--- src/rtl/bus_pkg.sv ---
// bus_pkg: peripheral map and tracker state encoding shared by the bus read tracker
package bus_pkg;

    localparam int PERIPH_COUNT = 11;

    // Address nibble values from this bound upwards select no peripheral.
    localparam logic [3:0] UNMAPPED_IDX = 4'd11;

    typedef enum logic [3:0] {
        PERIPH_RAM         = 4'd0,
        PERIPH_IO          = 4'd1,
        PERIPH_UART        = 4'd2,
        PERIPH_RANDOM      = 4'd3,
        PERIPH_TIMER       = 4'd4,
        PERIPH_SDRAM       = 4'd5,
        PERIPH_SEQUENCER   = 4'd6,
        PERIPH_SAMPLE      = 4'd7,
        PERIPH_DAC_SPI     = 4'd8,
        PERIPH_SOUND       = 4'd9,
        PERIPH_SDCARD_SPI  = 4'd10
    } periph_e;

    typedef enum logic [1:0] {
        IDLE      = 2'd0,
        READ_WAIT = 2'd1,
        ERR       = 2'd2
    } state_e;

    // One-hot select for a peripheral index; unmapped indices give an empty select.
    function automatic logic [PERIPH_COUNT-1:0] onehot(input logic [3:0] idx);
        return (idx < UNMAPPED_IDX) ? (PERIPH_COUNT'(1) << idx) : '0;
    endfunction

endpackage

--- src/rtl/bus_addr_decode.sv ---
// bus_addr_decode: maps address[19:16] to a one-hot peripheral select and a mapped flag
module bus_addr_decode
    import bus_pkg::*;
(
    input  logic [31:0]             address_i,
    output logic [PERIPH_COUNT-1:0] sel_o,
    output logic                    mapped_o
);

    logic unused_addr;

    assign unused_addr = ^{address_i[31:20], address_i[15:0]};

    // Only the peripheral nibble matters; the rest of the address belongs to the peripheral.
    always_comb begin
        mapped_o = address_i[19:16] < UNMAPPED_IDX;
        sel_o    = onehot(address_i[19:16]);
    end

endmodule

--- src/rtl/bus_read_tracker.sv ---
// bus_read_tracker: decodes CPU requests, issues peripheral strobes and times out reads
module bus_read_tracker
    import bus_pkg::*;
#(
    parameter int unsigned TIMEOUT = 255
) (
    input  logic        clk,
    input  logic        reset_n,
    input  logic        readReq,
    input  logic        writeReq,
    input  logic [31:0] address,
    input  logic        readValid,
    output logic [10:0] periphSel,
    output logic        readEn,
    output logic        writeEn,
    output logic        stall,
    output logic        readDone,
    output logic        busError
);

    localparam logic [15:0] LAST_WAIT = 16'(TIMEOUT - 1);

    state_e                  state_q, state_d;
    logic [15:0]             cnt_q, cnt_d;
    logic [PERIPH_COUNT-1:0] sel_q, sel_d, dec_sel;
    logic                    rd_en_q, rd_en_d;
    logic                    wr_en_q, wr_en_d;
    logic                    done_q, done_d;
    logic                    err_q, err_d;
    logic                    mapped, accept, bad;

    bus_addr_decode u_decode (
        .address_i (address),
        .sel_o     (dec_sel),
        .mapped_o  (mapped)
    );

    // In the cycle a read completes the CPU is still holding that read; it must not be taken again.
    assign accept = state_q == IDLE && !done_q && (readReq || writeReq);
    assign bad    = !mapped || (readReq && writeReq);
    assign stall  = state_q == READ_WAIT || (state_q == IDLE && readReq && !done_q);

    // State, wait counter and registered outputs; reset abandons any read in flight.
    always_ff @(posedge clk or negedge reset_n) begin
        if (!reset_n) begin
            state_q <= IDLE;
            cnt_q   <= '0;
            sel_q   <= '0;
            rd_en_q <= 1'b0;
            wr_en_q <= 1'b0;
            done_q  <= 1'b0;
            err_q   <= 1'b0;
        end else begin
            state_q <= state_d;
            cnt_q   <= cnt_d;
            sel_q   <= sel_d;
            rd_en_q <= rd_en_d;
            wr_en_q <= wr_en_d;
            done_q  <= done_d;
            err_q   <= err_d;
        end
    end

    // Next state and next outputs; strobes and select default to idle values.
    always_comb begin
        state_d = state_q;
        cnt_d   = cnt_q;
        sel_d   = '0;
        rd_en_d = 1'b0;
        wr_en_d = 1'b0;
        done_d  = 1'b0;
        err_d   = 1'b0;
        unique case (state_q)
            IDLE: begin
                if (accept) begin
                    if (bad) begin
                        state_d = ERR;
                        done_d  = 1'b1;
                        err_d   = 1'b1;
                    end else if (readReq) begin
                        state_d = READ_WAIT;
                        sel_d   = dec_sel;
                        rd_en_d = 1'b1;
                        cnt_d   = '0;
                    end else begin
                        sel_d   = dec_sel;
                        wr_en_d = 1'b1;
                    end
                end
            end
            READ_WAIT: begin
                if (readValid) begin
                    state_d = IDLE;
                    done_d  = 1'b1;
                end else if (cnt_q == LAST_WAIT) begin
                    state_d = ERR;
                    done_d  = 1'b1;
                    err_d   = 1'b1;
                end else begin
                    sel_d = sel_q;
                    cnt_d = cnt_q + {15'd0, cnt_q != 16'hFFFF};
                end
            end
            default: state_d = IDLE;
        endcase
    end

    assign periphSel = sel_q;
    assign readEn    = rd_en_q;
    assign writeEn   = wr_en_q;
    assign readDone  = done_q;
    assign busError  = err_q;

endmodule
--- config.mk ---
export PLATFORM = sky130hd
export DESIGN_NAME = bus_read_tracker
export DESIGN_NICKNAME = d
export VERILOG_FILES = /design/src/rtl/bus_pkg.sv /design/src/rtl/bus_addr_decode.sv /design/src/rtl/bus_read_tracker.sv
export SDC_FILE = /design/constraint.sdc
export NUM_CORES = 1
export LEC_CHECK = 0
export BUFFER_PORTS_ARGS = -buffer_cell sky130_fd_sc_hd__buf_2
export CORE_AREA = 2 2 53 75
export DETAILED_ROUTE_END_ITERATION = 10
export DIE_AREA = 0 0 55 77
export GPL_TIMING_DRIVEN = 0
export PLACE_DENSITY = 0.76
export SYNTH_ARGS = -nofsm -noshare
export SYNTH_HDL_FRONTEND = slang
export SYNTH_SLANG_ARGS = --single-unit
--- constraint.sdc ---
create_clock -name clk -period 2.4 [get_ports clk]
set_input_delay 0.24 -clock clk [delete_from_list [all_inputs] [get_ports clk]]
set_output_delay 0.24 -clock clk [all_outputs]
set_load 0.01 [all_outputs]
Word-level counts from Yosys, hierarchy flattened
Cells that the tools add are included.
{"block": "word_totals", "reg_bits": 33, "output_inout_bits": 16}
{"block": "classes", "add_sub_neg": 1, "n_lt_le_gt_ge": 1, "eq_ne": 10, "shifts": 1, "mux": 33, "reduce_logical": 14}
{"operator": "$mux 16", "count": 5}
{"operator": "$mux 11", "count": 5}
{"operator": "$pmux 16 s2", "count": 1}
{"operator": "$pmux 11 s2", "count": 1}
{"operator": "$add 16x1->16", "count": 1}
{"operator": "$eq 16x8->1 const B", "count": 1}
{"operator": "$ne 16x16->1 const B", "count": 1}
{"operator": "$mux 1", "count": 13}
{"operator": "$shl 1x4->11 const A", "count": 1}
{"operator": "$mux 2", "count": 5}
{"operator": "$ne 2x2->1 const B", "count": 5}
{"operator": "$reduce_and 6->1", "count": 1}
{"operator": "$logic_and 1x1->1", "count": 5}
{"operator": "$lt 4x4->1 const B", "count": 1}
{"operator": "$pmux 1 s2", "count": 2}
{"operator": "$pmux 2 s2", "count": 1}
{"operator": "$logic_or 1x1->1", "count": 3}
{"operator": "$ne 3x2->1 const B", "count": 1}
{"operator": "$ne 3x3->1 const B", "count": 1}
{"operator": "$reduce_and 3->1", "count": 1}
{"operator": "$eq 2x1->1 const B", "count": 1}
{"operator": "$logic_not 1->1", "count": 2}
{"operator": "$logic_not 2->1", "count": 1}
{"operator": "$reduce_bool 2->1", "count": 1}

Depth between registers and ports, before layout
{"block": "logic_depth", "depth_word": 6, "ltp_mapped": 9, "ltp_nobuf": 9}

Hierarchy
A second synthesis with hierarchy kept.
{"block": "hier_totals", "cells_unflattened": 168, "hier_area_um2": 1724.2}
{"mod": "bus_read_tracker", "n_inst": 1, "cells_each": 150, "area_each_um2": 1614.0}
{"mod": "bus_addr_decode", "n_inst": 1, "cells_each": 18, "area_each_um2": 110.1}

Worst setup path after synthesis
No wires, ideal clock.
{"block": "synth_path", "path_kind": "reg2reg", "startpoint": "register cnt_q[5]", "endpoint": "register cnt_q[12]", "setup_time_ns": 0.076, "arrival_time_ns": 1.955, "setup_slack_ns": 0.369, "stages_incl_launch_ff": 10, "path_buffers": 0, "period_less_slack_ns": 2.031, "cell_sequence": "dfrtp_1 > and4_1 > and3_1 > nand3b_1 > ha_1 > nand3_1 > nor3_2 > nand3_1 > a2111o_1 > o21ai_1"}
{"block": "synth_via", "elab_chain_len": 5, "elab_cells_between_ends": 8, "classes_between": "add/sub (1); eq/ne (3); mux (3); reduce/logical (1)"}
{"element": "start: declaration", "line": "bus_read_tracker.sv:24", "rtl": "logic [15:0] cnt_q, cnt_d;"}
{"element": "start signal: assignment", "line": "bus_read_tracker.sv:55", "rtl": "cnt_q <= cnt_d;"}
{"element": "$ne 16x16->1", "line": "bus_read_tracker.sv:101", "rtl": "cnt_d = cnt_q + {15'd0, cnt_q != 16'hFFFF};"}
{"element": "$add 16x1->16", "line": "bus_read_tracker.sv:101"}
{"element": "$mux 16", "line": "bus_read_tracker.sv:95", "rtl": "end else if (cnt_q == LAST_WAIT) begin"}
{"element": "$mux 16", "line": "bus_read_tracker.sv:92", "rtl": "if (readValid) begin"}
{"element": "$pmux 16 s2", "line": "bus_read_tracker.sv:73", "rtl": "unique case (state_q)"}
Several ways; a longest one is shown, not always the timed one. The select of a mux whose other input is x is not followed.
A chain may end at the register's enable or synchronous reset.

Final worst setup path
{"block": "layout_path", "startpoint": "register cnt_q[6]", "endpoint": "register cnt_q[12]"}
Same word-level chain as after synthesis.

==> summary.md <==
| Metric | Value |
|---|---|
| Core Area | 3580 sq um |
| Crit path kind | flop to flop |
| First-pass GRT wire length | 6620 um |
| Final total negative setup slack | 0 ps |
| Routability-driven placement congestion ratio | 0.883 |
| Final Slew Violations | 0 |
| Slew @ Worst Pin | 733 ps |
| RSZ-0062 raised after global routing | no |
| Post-synthesis async set-or-reset flop share | 100% |
| Final wirelength | 4030 um |
| Die X | 55 um |
| Vias | 1541 |
| Grt total ovfl | 0 |
| Synth Flop Type | dfrtp_1 |
| Post-Syn Instances | 187 |
| Worst-path fanout max | 5 |
| Antenna cells | 0 |
| I/O pins | 53 |
| Clk_lat worst skew | 290 ps |
| Final min period | 2230 ps |
| Drt drc | 0 |
| Hold crit path type | primary input to asynchronous set/reset pin |
| Synth Register Bits | 33 |
| CTS Hold Bufs | 0 |
| Clock Skew | 6.41 ps |
| Syn Area/Cell | 9.33 sq um |
| Max_cap viols | 0 |
| Seq/Total Area, Yosys | 47.3% |
| Fmax | 0.448 GHz |
| CP Launch Type | flop |
| Post-synthesis net count | 226 |
| Synth unique cells | 39 |
| Required time of the critical path | 2610 ps |
| Port Buffer Count | 24 |
| Slew Limit Headroom | 51.1% |
| H-tree depth | 2 |
| Cells along the critical path | and4_1 -> and3_4 -> nand3b_1 -> ha_2 -> nand3_2 -> nor3_4 -> nand3_1 -> a2111o_1 -> o21ai_1 |
| Vias per cell | 5.84 |
| Number of synthesized flops with an enable pin | 0 |
| CTS tree | done |
| GR Util All Layers | 21.2% |
| Post-layout util | 58.2% |
| Area growth, synth to finish | 19.4% |
| Sink Count | 33 |
| # setup viols final | 0 |
| Layout cells sized above 1 | 25.2% |
| HPWL Detailed | 2850 um |
| Filler cell count in the final layout | 325 |
| Peak VDD IR | 0.569 mV |
| Clock transition at path regs | 70 ps |
| Post-DRT Antenna Nets | 0 |
| Final hold vios | 0 |
| Initial antenna violation count | 0 |
| P_leak | 0.000965 uW |
| CTS Root Cell | clkbuf_8 |
| Average wire per cell in the routed design | 15.3 um |
| Pwr per Cell Area | 825 nW/um^2 |
| Clock Tree Buf Depth | 2 |
| Pin count of the biggest net entering global routing | 34 |
| Worst endpoint data arrival time | 2440 ps |
| Element type at the critical path end | flop |
| Outcome | complete, no violations |
| Pre-antenna DRT Iters | 5 |
| TritonCTS Buffers | 5 |
| Initial Util | 48.7% |
| Synth Cell Area | 1740 sq um |
| Vias in the first global route | 1454 |
| FP Rows | 26 |
| Final-stage net count | 260 |
| Final worst-path cycle share | 92.9% |
| Synthesis Warnings | 0 |
| Die Area | 4240 sq um |
| DR iter-0 viols | 60 |
| Chip Height | 77 um |
| Largest stage delay on the critical path | 430 ps |
| Crit-path slowest cell | dfrtp_1 |
registers in the layout (all words and copies together), names as in the netlist:
name       flops
readEn         1
periphSel     11
cnt_q         16
readDone       1
state_q        2
busError       1
writeEn        1
synthesized netlist by cell type, types with 3 or more instances:
| master | instances | area share (%) |
|---|---|---|
| nor3_2 | 3 | 1.7 |
| nor2_1 | 9 | 1.9 |
| inv_1 | 11 | 2.4 |
| a32o_1 | 4 | 2.3 |
| a31oi_1 | 7 | 2.5 |
| o31ai_1 | 4 | 1.7 |
| a21oi_2 | 4 | 2.0 |
| and3_1 | 3 | 1.1 |
| nand4_1 | 5 | 1.8 |
| mux2i_1 | 3 | 1.7 |
| o21ai_1 | 10 | 2.9 |
| o21ai_0 | 5 | 1.4 |
| nand2_1 | 30 | 6.5 |
| dfrtp_1 | 33 | 47 |
| a21oi_1 | 8 | 2.3 |
| nand3_1 | 10 | 2.9 |
| nor3_1 | 7 | 2.0 |
| buf_6 | 4 | 2.6 |
repair_timing:
item | 4_1_cts | 5_1_grt
buffers inserted | 0 | 3
setup endpoints to repair | 0 | 5
resized for setup | 0 | 6
cell type report:
class | count | area, sq um | area share [%]
Multi-Input combinational cell | 134 | 836 | 40.1
Sequential cell | 33 | 826 | 39.6
Timing Repair Buffer | 27 | 143 | 6.85
Clock buffer | 6 | 82.6 | 3.96
Buffer | 7 | 57.6 | 2.76
Tap cell | 42 | 52.6 | 2.52
Inverter | 13 | 48.8 | 2.34
Clock inverter | 2 | 37.5 | 1.80
cell usage in the layout, fill, tap and decap left out, types with 2 or more instances in the layout:
| cell type | count |
|---|---|
| a21o_1 | 2 |
| a21oi_1 | 8 |
| a21oi_2 | 4 |
| a31oi_1 | 7 |
| a32o_1 | 4 |
| and3_1 | 2 |
| and4_1 | 2 |
| buf_2 | 25 |
| buf_4 | 3 |
| buf_6 | 4 |
| clkbuf_1 | 2 |
| clkbuf_8 | 6 |
| dfrtp_1 | 33 |
| inv_1 | 11 |
| inv_2 | 2 |
| mux2i_1 | 3 |
| nand2_1 | 30 |
| nand3_1 | 9 |
| nand4_1 | 5 |
| nor2_1 | 9 |
| nor3_1 | 6 |
| nor3_2 | 3 |
| o21ai_0 | 5 |
| o21ai_1 | 10 |
| o31ai_1 | 4 |
| or3_1 | 2 |
cell families after synthesis:
group / Yosys count / share of synthesized area [%]
flip-flops: 33 / 47.3
multiplexers: 3 / 1.72
XOR/XNOR: 2 / 1.00
buffers and inverters: 20 / 6.10
AND/OR/NAND/NOR: 77 / 22.1
adder cells (fa/ha/maj): 3 / 2.01
AO/OA/AOI/OAI: 49 / 19.7
power breakdown:
group,switching [uW],total (uW),internal (uW)
combinational,313,498,185
sequential,50.8,663,613
clock,219,557,338
total,583,1720,1140
final timing paths:
check	slack (ps)	end	from	depth (start not counted)
max in group asynchronous	1930	cnt_q[15]$_DFFE_PN0P_	reset_n	1
min in group clk	200	writeEn$_DFF_PN0_	readReq	2
max	170	cnt_q[12]$_DFFE_PN0P_	cnt_q[6]$_DFFE_PN0P_	9
min	4	readEn$_DFF_PN0_	reset_n	1
max reg2reg	170	cnt_q[12]$_DFFE_PN0P_	cnt_q[6]$_DFFE_PN0P_	9
min reg2reg	480	periphSel[5]$_DFFE_PN0P_	periphSel[5]$_DFFE_PN0P_	2
metal layers:
metal | GRT usage [%] | vias up | wire length, um
met1 | 27.0 | 748 | 1680
met4 | 11.2 | 0 | 110
met3 | 4.67 | 13 | 126
met2 | 32.3 | 36 | 2120
li1 | - | 744 | -
met5 | 0 | - | 0
per-stage QoR:
stage	setup slack, ps	power [uW]	area, sq um	hold WS, ps	instances
global placement	106	1150	1920	337	253
detailed placement	80.5	1160	1920	350	253
finish	169	1720	2080	4.34	264
floorplan	369	1010	1740	-55.6	187
CTS	16.1	1710	2040	35.3	261
global route	9.95	1810	2080	81.3	264
worst max-delay path: cells and delay by family, from the launching register on:
family	cells	cell delay [ps]
adders and majority gates	1	220
AOI/OAI and AO/OA	2	420
DFF	1	430
and+or+nand+nor	6	1090
Note: power is estimated with default switching activity, not from simulation.
